$ cat src/rtl/serial_adder.sv
// Bit-serial WIDTH-bit adder: one full-adder cell plus a carry flip-flop.
// Operands stream LSB first and the sum is reassembled in a shift accumulator.
module adder_df (
    input  logic a,
    input  logic b,
    input  logic cin,
    output logic s,
    output logic cout
);
    assign s    = a ^ b ^ cin;
    assign cout = (a & b) | ((a ^ b) & cin);
endmodule

module serial_adder #(
    parameter int unsigned WIDTH = 8
) (
    input  logic             clk,
    input  logic             rst_n,
    input  logic             start,
    input  logic [WIDTH-1:0] A,
    input  logic [WIDTH-1:0] B,
    input  logic             Cin,
    output logic             busy,
    output logic             done,
    output logic [WIDTH-1:0] sum,
    output logic             Cout
);
    localparam int unsigned CW = $clog2(WIDTH) + 1;

    typedef enum logic {IDLE, RUN} state_t;

    state_t           state, state_next;
    logic [WIDTH-1:0] op_a, op_b, acc, acc_next;
    logic [CW-1:0]    cnt;
    logic             carry, cell_s, cell_c, last;

    adder_df u_cell (
        .a   (op_a[0]),
        .b   (op_b[0]),
        .cin (carry),
        .s   (cell_s),
        .cout(cell_c)
    );

    assign last = (cnt == CW'(WIDTH - 1));
    assign busy = (state == RUN);

    // Shift written as >> plus an MSB override so WIDTH=1 needs no special case.
    always_comb begin
        acc_next            = acc >> 1;
        acc_next[WIDTH-1]   = cell_s;
    end

    always_ff @(posedge clk) begin
        if (!rst_n) state <= IDLE;
        else        state <= state_next;
    end

    always_comb begin
        state_next = state;
        case (state)
            IDLE:    if (start) state_next = RUN;
            RUN:     if (last)  state_next = IDLE;
            default: state_next = IDLE;
        endcase
    end

    always_ff @(posedge clk) begin
        if (!rst_n) begin
            op_a  <= '0;
            op_b  <= '0;
            acc   <= '0;
            carry <= 1'b0;
            cnt   <= '0;
            sum   <= '0;
            Cout  <= 1'b0;
            done  <= 1'b0;
        end else begin
            done <= 1'b0;
            case (state)
                IDLE: begin
                    if (start) begin
                        op_a  <= A;
                        op_b  <= B;
                        carry <= Cin;
                        acc   <= '0;
                        cnt   <= '0;
                    end
                end
                RUN: begin
                    op_a  <= op_a >> 1;
                    op_b  <= op_b >> 1;
                    carry <= cell_c;
                    acc   <= acc_next;
                    cnt   <= cnt + CW'(1);
                    if (last) begin
                        sum  <= acc_next;
                        Cout <= cell_c;
                        done <= 1'b1;
                    end
                end
                default: ;
            endcase
        end
    end
endmodule

$ cat config.mk
export PLATFORM = sky130hd
export DESIGN_NAME = serial_adder
export DESIGN_NICKNAME = d
export VERILOG_FILES = /design/src/rtl/serial_adder.sv
export SDC_FILE = /design/constraint.sdc
export NUM_CORES = 1
export LEC_CHECK = 0
export ABC_AREA = 1
export BUFFER_PORTS_ARGS = -buffer_cell sky130_fd_sc_hd__buf_4
export CORE_ASPECT_RATIO = 0.5
export CORE_MARGIN = 3
export CORE_UTILIZATION = 50
export DETAILED_ROUTE_END_ITERATION = 16
export MAX_ROUTING_LAYER = met4
export PLACE_DENSITY = 0.84
export SYNTH_ARGS = -nofsm -noshare
export SYNTH_HDL_FRONTEND = slang
export SYNTH_SLANG_ARGS = --single-unit
$ cat constraint.sdc
create_clock -name clk -period 1.85 [get_ports clk]
set_input_delay 0.185 -clock clk [delete_from_list [all_inputs] [get_ports clk]]
set_output_delay 0.185 -clock clk [all_outputs]
set_load 0.1 [all_outputs]
==> flow_summary.toml, run 1 <==
[critical_path]
path_delay_family = "buffers and inverters"
slowest_delay_ps = 330
endpoint = "busy"
slowest_stage = "dfxtp_1"
worstPathArrival_ps = 1160
reg2reg_from = "busy$_SDFF_PN0_"
cp.depth = 2
cp_max_fo = 18
cp-start-kind = "flip-flop"
timing.rr.end = "carry$_SDFFE_PN0P_"
path_cells = "buf_4 > buf_4"
crit_start = "busy$_SDFF_PN0_"
path_buf_inv = 2
rr_worst_depth = 6
crit_top_cell = "buf_4"
rrSetupSlack_ps = 510
path_class = "flip-flop to output pin"
cp-end-kind = "output pin"
cp_data_required_time_ps = 1660

[detailed_routing]
drc = 0
wl_um = 3360
drtIter0Drc = 71
first_pass_iters = 4
wire_per_inst_um = 11.5
vias = 1467
ant_nets = 0
via_per_inst = 5.02

[pwr]
power.leakage_nw = 0.973
irDropWorstVdd_mv = 0.428
finalPower_mw = 1.60
powerDensity_nw_per_um2 = 829

[grt]
grt_max_degree = 30
grt-ovfl-total = 0
grt_pass1_wl_um = 5530
track_usage_pct = 18.1
grt_pass1_vias = 1313
antenna_found_initial = 0

[outcome]
status = "completed"

[timing]
hold_viol_final = 0
skew_ps = 5.06
tightest_slew_ps = 568
slew_headroom_pct = 62.0
tns_ps = 0
fin_ws_ps = 501
slew_viol_final = 0
max_freq_mhz = 741
rsz0062_at_grt = "false"
timing.final.crit_share_pct = 72.9
setup-violations-final = 0
period_needed_ps = 1350

[die]
row_count = 13
core_sq_um = 2850
dieArea_sq_um = 4030
ios = 31
start_util_pct = 57.5
die_h_um = 46.4
die_x_um = 86.9

[logic_synthesis]
yosysSeqAreaShare_pct = 47.7
ys_ff_latch = 39
yosysUniqueCellTypes = 16
yosysWarnings = 0
synth_area_sq_um = 1640
syn_nets = 249
synth_cells = 227
avgSynthCellArea_sq_um = 7.20

[place]
place_inst = 284
gp_congestion = 0.779
portBuffers = 30
dpl_cell_area_sq_um = 1850
hpwl_um = 2260
post-place-ws_ps = 544

[flow_run]
drv_cap = 0

[final_layout]
stdcell_area_sq_um = 1930
area_growth_pct = 18.0
final_layout_size_suffix_gt1_share_pct = 17.3
stdcell_count = 292
nets = 276
diodes = 0

[clock_network]
cts_tree = "yes"
cts_buffer_depth = 2
path_clk_slew_ps = 70
cts_made_buffers = 5
clk_latency_ps = 280
cts_resized = 0
h-tree-depth = 2
cts_hold_buf = 0
root_buffer = "clkbuf_8"
cts.sinks = 39
postCtsSetupBuffers = 0

[hold_path]
worstHoldPathType = "primary input to flip-flop"
## placed cells by master (no fill, tap or decap)
| master | Yosys | routed |
|---|---|---|
| nand2_1 | 91 | 91 |
| nand3_1 | 41 | 41 |
| dfxtp_1 | 39 | 39 |
| buf_4 | 2 | 32 |
| inv_1 | 19 | 19 |
| a21oi_1 | 12 | 12 |
| nor2_1 | 5 | 5 |
| clkbuf_8 | 0 | 5 |
| clkinv_2 | 0 | 3 |
| nor2_4 | 2 | 2 |
| o21ai_1 | 2 | 2 |
| nand4_2 | 1 | 1 |
| inv_2 | 1 | 1 |
| fa_1 | 1 | 1 |
| ha_1 | 1 | 1 |
## how the worst min path moves through the flow
stage | startpoint | endpoint | cells after the start
after floorplan | A[7] | op_a[7]$_SDFFE_PN0P_ | 2
after global placement | A[7] | op_a[7]$_SDFFE_PN0P_ | 3
after detailed placement | B[7] | op_b[7]$_SDFFE_PN0P_ | 3
after CTS | A[7] | op_a[7]$_SDFFE_PN0P_ | 3
after global routing | A[7] | op_a[7]$_SDFFE_PN0P_ | 3
final | A[7] | op_a[7]$_SDFFE_PN0P_ | 3
## worst register-to-register path, delay by kind of cell (launching register included)
family	cells	cell delay [ps]
flops	1	310
buf+inv	2	220
simple gates	4	760
## synth_stat cells (all sizes together)
library cell  instances  area share (%)
dfxtp                39              48
buf                  12             4.7
nor2                  7             2.5
o21ai                 2            0.61
inv                  20             4.6
nand3                41              13
fa                    1             1.2
a21oi                12             3.7
nand2                91              21
nand4                 1            0.76
ha                    1            0.76
## per-stage QoR
stage / hold slack [ps] / utilization, %
finish: 167 / 67.8
floorplan: 326 / -
CTS: 156 / 67.8
global route: 162 / 67.8
global placement: 441 / 64.8
detailed placement: 456 / 64.8
## power by group
| part | internal [mW] | leakage, nW | total, mW | switching, mW |
|---|---|---|---|---|
| registers | 0.866 | 0.317 | 0.882 | 0.0163 |
| logic | 0.0654 | 0.608 | 0.168 | 0.102 |
| clock network | 0.258 | 0.0477 | 0.549 | 0.291 |
## area by class of cell
type | count | area, sq um
repair buffers | 32 | 240
well taps | 37 | 46.3
flip-flops and latches | 39 | 781
inverters | 20 | 75.1
fillers | 243 | 917
clock inverters | 3 | 15.0
multi-input cells | 156 | 703
clock buffers | 5 | 68.8
## metal layers
| metal | track usage, % | wire length [um] | vias up |
|---|---|---|---|
| li1 | - | - | 767 |
| met1 | 21.2 | 1570 | 666 |
| met2 | 30.9 | 1610 | 32 |
| met3 | 5.00 | 169 | 2 |
| met4 | 5.59 | 17 | 0 |
| met5 | - | 0 | - |
## registers in the layout (all words and copies together), names as in the netlist
| signal | flops |
|---|---|
| op_b | 8 |
| Cout | 1 |
| done | 1 |
| op_a | 8 |
| acc | 7 |
| sum | 8 |
| busy | 1 |
| cnt | 4 |
| carry | 1 |
## cell families (layout without fill, tap and decap cells)
family	count (synthesis)	after routing	share of synthesized area [%]
fa+ha+maj	2	2	1.99
flops	39	39	47.7
compound gates	14	14	4.28
simple gates	140	140	36.7
buf+inv	32	60	9.26
No activity file was read; power rests on OpenSTA's default activity.
==> run 2: changes to the inputs <==
- CORE_UTILIZATION: 50 -> 48
- clock period: 1.85 -> 1.1 ns (I/O delays scaled with it)
==> run 2 against run 1 <==
Effect of this change: the flow now finishes with violations (negative setup slack); critical path type is now flip-flop to flip-flop; combinational power increased by 130%; final area grew 17%; wire length up 36%; hold slack got worse by 96 ps.
==> flow_summary.toml, run 2 (synthesized netlist as in run 1, its figures left out) <==
[clock_network]
h-tree-depth = 2
cts_tree = "yes"
root_buffer = "clkbuf_8"
clk_latency_ps = 300
path_clk_slew_ps = 80
cts_buffer_depth = 2
cts_made_buffers = 5
cts.sinks = 39
cts_hold_buf = 0

[grt]
grt_pass1_wl_um = 6820
antenna_found_initial = 0
grt_pass1_vias = 1514
grt_max_degree = 22
grt-ovfl-total = 0
track_usage_pct = 22.7

[detailed_routing]
via_per_inst = 5.27
drtIter0Drc = 91
first_pass_iters = 4
wire_per_inst_um = 14.7
wl_um = 4590
ant_nets = 0
drc = 0
vias = 1644

[final_layout]
final_layout_size_suffix_gt1_share_pct = 34.9
fillers = 219
final_cell_mix = "87 x nand2_1, 43 x buf_4, 31 x nand3_1"
diodes = 0
largestRegisters = "op_a x8, op_b x8, sum x8"
nets = 293
area_growth_pct = 37.7
final_common_cell = "nand2_1"
utilization_pct = 72.2

[timing]
slew_headroom_pct = 81.8
holdWs_ps = 70.4
setup-violations-final = 5
hold_viol_final = 0
rsz0062_at_grt = "true"
skew_ps = 10.8
timing.final.crit_share_pct = 106
slew_viol_final = 0
period_needed_ps = 1170
tightest_slew_ps = 273
max_freq_mhz = 855
fin_ws_ps = -70.0

[critical_path]
cp-start-kind = "flip-flop"
rrSetupSlack_ps = -70
slowest_delay_ps = 420
timing.rr.end = "carry$_SDFFE_PN0P_"
cp_max_fo = 2
path_class = "flip-flop to flip-flop"
cp_data_required_time_ps = 1290
worstPathArrival_ps = 1360
slowest_stage = "fa_2"
rr_worst_depth = 5
reg2reg_from = "carry$_SDFFE_PN0P_"
path_cells = "fa_2 > nand2_2 > nand3_1 > nand2_1 > inv_1"
cp-end-kind = "flip-flop"

[outcome]
violations = "negative setup slack"
status = "finished, violations left"

[hold_path]
holdCritStartpoint = "A[7]"
holdPathEnd = "op_a[7]$_SDFFE_PN0P_"
hold_depth = 3
worstHoldPathType = "primary input to flip-flop"

[die]
die_h_um = 47.3
row_count = 14
start_util_pct = 52.4
die_x_um = 88.5
dieArea_sq_um = 4190
ios = 31
core_sq_um = 3120

[place]
portBuffers = 30
hpwl_um = 2580
gp_congestion = 0.752

[flow_run]
drv_cap = 0

[pwr]
irDropWorstVdd_mv = 0.827
powerDensity_nw_per_um2 = 1240
power.leakage_nw = 1.09
finalPower_mw = 2.80
## run 2: cell types whose count changed in the layout (fill, tap and decap cells not counted), moves of 2 or more
cell and change:
dfxtp_1 -16, dfxtp_2 +15, buf_4 +11, nand3_1 -10
nand3_2 +9, nand2_1 -4, buf_12 +3, nand2_2 +3
nand4_4 +2
## run 2: worst max-delay path: cells and delay by family, from the launching register on
family | cells | cell delay [ps]
DFF | 1 | 340
buffers and inverters | 1 | 40
adders and majority gates | 1 | 420
and+or+nand+nor | 3 | 280
## run 2: final cells by class
class | count | area (sq um) | share of cell area, %
flip-flops and latches | 39 | 803 | 35.7
repair buffers | 47 | 398 | 17.7
inverters | 20 | 82.6 | 3.67
clock inverters | 3 | 15.0 | 0.667
clock buffers | 5 | 68.8 | 3.06
well taps | 40 | 50.0 | 2.22
multi-input cells | 158 | 835 | 37.1
## run 2: power breakdown
| group | leakage (nW) | internal [mW] | switching [mW] | total (mW) |
|---|---|---|---|---|
| clock network | 0.0477 | 0.433 | 0.490 | 0.924 |
| logic | 0.716 | 0.173 | 0.207 | 0.379 |
| registers | 0.325 | 1.46 | 0.0417 | 1.50 |
| total | 1.09 | 2.06 | 0.739 | 2.80 |
## run 2: worst max-delay path by stage
stage / from / end / cells after the start
5_1_grt: carry$_SDFFE_PN0P_ / carry$_SDFFE_PN0P_ / 5
4_1_cts: carry$_SDFFE_PN0P_ / acc[7]$_SDFFE_PN0P_ / 3
2_1_floorplan: busy$_SDFF_PN0_ / op_a[0]$_SDFFE_PN0P_ / 7
6_report: carry$_SDFFE_PN0P_ / carry$_SDFFE_PN0P_ / 5
3_5_place_dp: cnt[1]$_SDFFE_PN0P_ / sum[2]$_SDFFE_PN0P_ / 5
3_3_place_gp: cnt[0]$_SDFFE_PN0P_ / sum[7]$_SDFFE_PN0P_ / 5
## run 2: through the flow
stage | instances | cell area [sq um] | TNS [ps] | worst slack [ps]
finish | 312 | 2250 | -176 | -70.0
global route | 312 | 2250 | -597 | -103
CTS | 312 | 2220 | -40.3 | -24.6
detailed placement | 296 | 2020 | -616 | -83.2
global placement | 296 | 2020 | -153 | -23.6
floorplan | 227 | 1720 | -2380 | -104
## run 2: layer usage
layer	part of all wire, %	GRT usage, %	vias up
met4	3.8	11.7	0
li1	-	-	803
met1	41	26.4	747
met5	0	-	-
met3	7.1	5.43	19
met2	48	37.4	75
## run 2: timing repair
| item | CTS | global route |
|---|---|---|
| setup buffers | 6 | 0 |
| endpoints found under the setup margin | 13 | 18 |
| cloned | 2 | 0 |
| resized for setup | 8 | 13 |
| pin swaps | 2 | 12 |
==> run 3: changes to the inputs <==
- PLACE_DENSITY: 0.84 -> default
- PLACE_DENSITY_LB_ADDON: default -> 0.15
==> run 3 against run 2 <==
Effect of this change: the run still ends with negative setup slack left; maximum frequency increased by 0.46%; core utilization up 2.8 points; global-route usage shrank 2.6 points; clock skew fell by 3.3 ps; hold slack improved by 17 ps; sequential power about the same; combinational power is 2% higher; first-iteration DRC count is 56% lower; largest power group unchanged.
==> flow_summary.toml, run 3 (synthesized netlist as in run 1, its figures left out) <==
[critical_path]
cp-start-kind = "flip-flop"
cp-end-kind = "flip-flop"
slowest_stage = "dfxtp_4"
reg2reg_from = "busy$_SDFF_PN0_"
worstPathArrival_ps = 1370
cp_data_required_time_ps = 1310
path_class = "flip-flop to flip-flop"
path_delay_family = "simple AND/OR/NAND/NOR gates"
crit_start = "busy$_SDFF_PN0_"
cp_max_fo = 7
slowest_delay_ps = 360
path_buf_inv = 1
crit_top_cell = "nand2_1"
path_cells = "buf_4 > nand2_1 > nor2_1 > nand2_1 > o21ai_1"

[die]
start_util_pct = 52.4
dieArea_sq_um = 4190
core_sq_um = 3120
die_x_um = 88.5
die_h_um = 47.3
row_count = 14
ios = 31

[final_layout]
fillers = 227
utilization_pct = 75.0
multi_input_area_sq_um = 895
largestRegisters = "op_a x8, op_b x8, sum x8"
stdcell_area_sq_um = 2340
nets = 294
final_cell_mix = "82 x nand2_1, 40 x buf_4, 24 x nand3_1"
final_layout_size_suffix_gt1_share_pct = 40.7
final_common_cell = "nand2_1"
area_growth_pct = 43.0
diodes = 0
regArea_sq_um = 803
stdcell_count = 313

[detailed_routing]
drc = 0
wl_um = 4220
wire_per_inst_um = 13.5
ant_nets = 0
first_pass_iters = 4
via_per_inst = 5.09
vias = 1592
drtIter0Drc = 40

[pwr]
powerDensity_nw_per_um2 = 1330
irDropWorstVdd_mv = 0.683
power.leakage_nw = 1.12

[timing]
rsz0062_at_grt = "true"
slew_viol_final = 0
max_freq_mhz = 859
fin_ws_ps = -64.6
timing.final.crit_share_pct = 106
slew_headroom_pct = 81.4
setup-violations-final = 5
skew_ps = 7.48
hold_viol_final = 0
tightest_slew_ps = 282
tns_ps = -142
period_needed_ps = 1160

[hold_path]
worstHoldPathType = "primary input to flip-flop"
holdCritStartpoint = "A[7]"

[grt]
grt_pass1_vias = 1380
grt-ovfl-total = 0
grt_pass1_wl_um = 6210
antenna_found_initial = 0
track_usage_pct = 20.1
grt_max_degree = 18

[place]
place_inst = 297
hpwl_um = 2480
dpl_cell_area_sq_um = 2010
post-place-ws_ps = -76.3
portBuffers = 30
gp_congestion = 0.795

[clock_network]
cts_tree = "yes"
root_buffer = "clkbuf_8"
clk_latency_ps = 290
cts_hold_buf = 0
cts.sinks = 39
path_clk_slew_ps = 70
cts_made_buffers = 5
cts_buffer_depth = 2
h-tree-depth = 2

[outcome]
violations = "negative setup slack"
status = "finished, violations left"

[flow_run]
drv_cap = 0
-- run 3: changes by cell type in the layout (fill, tap and decap cells not counted), moves of 2 or more --
cell / before / now
a21oi_1: 12 / 8
a21oi_2: 0 / 4
buf_12: 3 / 1
buf_2: 0 / 2
buf_4: 43 / 40
buf_6: 0 / 4
clkinv_2: 3 / 1
nand2_1: 87 / 82
nand2_2: 3 / 8
nand3_1: 31 / 24
nand3_2: 9 / 16
-- run 3: what timing repair did --
action                     4_1_cts  5_1_grt
resized for setup               12       28
hold endpoints to repair         0        0
gates cloned                     2        2
buffers inserted                 3        1
setup endpoints to repair       13       29
pin swaps                        6        7
-- run 3: final timing paths --
| kind | slack [ps] | to | cells after the start |
|---|---|---|---|
| setup / recovery | -60 | cnt[3]$_SDFFE_PN0P_ | 5 |
| hold / removal | 90 | op_a[7]$_SDFFE_PN0P_ | 3 |
| setup reg to reg | -60 | cnt[3]$_SDFFE_PN0P_ | 5 |
| hold reg to reg | 440 | sum[0]$_SDFFE_PN0P_ | 2 |
-- run 3: where the power goes --
group	switching, mW	internal [mW]
Combinational	0.217	0.168
Clock	0.492	0.734
Sequential	0.0329	1.46
Total	0.742	2.36
-- run 3: area by class of cell --
| type | count | area share, % |
|---|---|---|
| clock inverters | 2 | 1.50 |
| repair buffers | 48 | 16.7 |
| well taps | 40 | 2.14 |
| inverters | 20 | 3.53 |
| multi-input cells | 158 | 38.3 |
| clock buffers | 6 | 3.53 |
| flip-flops and latches | 39 | 34.3 |
-- run 3: metrics by stage --
step	power (mW)	hold WS, ps
after global routing	3.22	93.2
after detailed placement	1.84	382
after floorplan	1.73	251
after global placement	1.83	361
after CTS	3.06	85.4
final	3.10	87.0
-- run 3: tightest hold or removal path: stages --
cell and delay, ps:
buf_4 110, nand2_1 60, a21oi_1 50
-- run 3: routing by layer --
metal	up-vias	global-route usage [%]	share of wire [%]
met5	-	-	0
met4	0	2.71	0.45
met3	4	5.25	5.8
met2	38	35.2	51
met1	741	24.3	43
li1	809	-	-
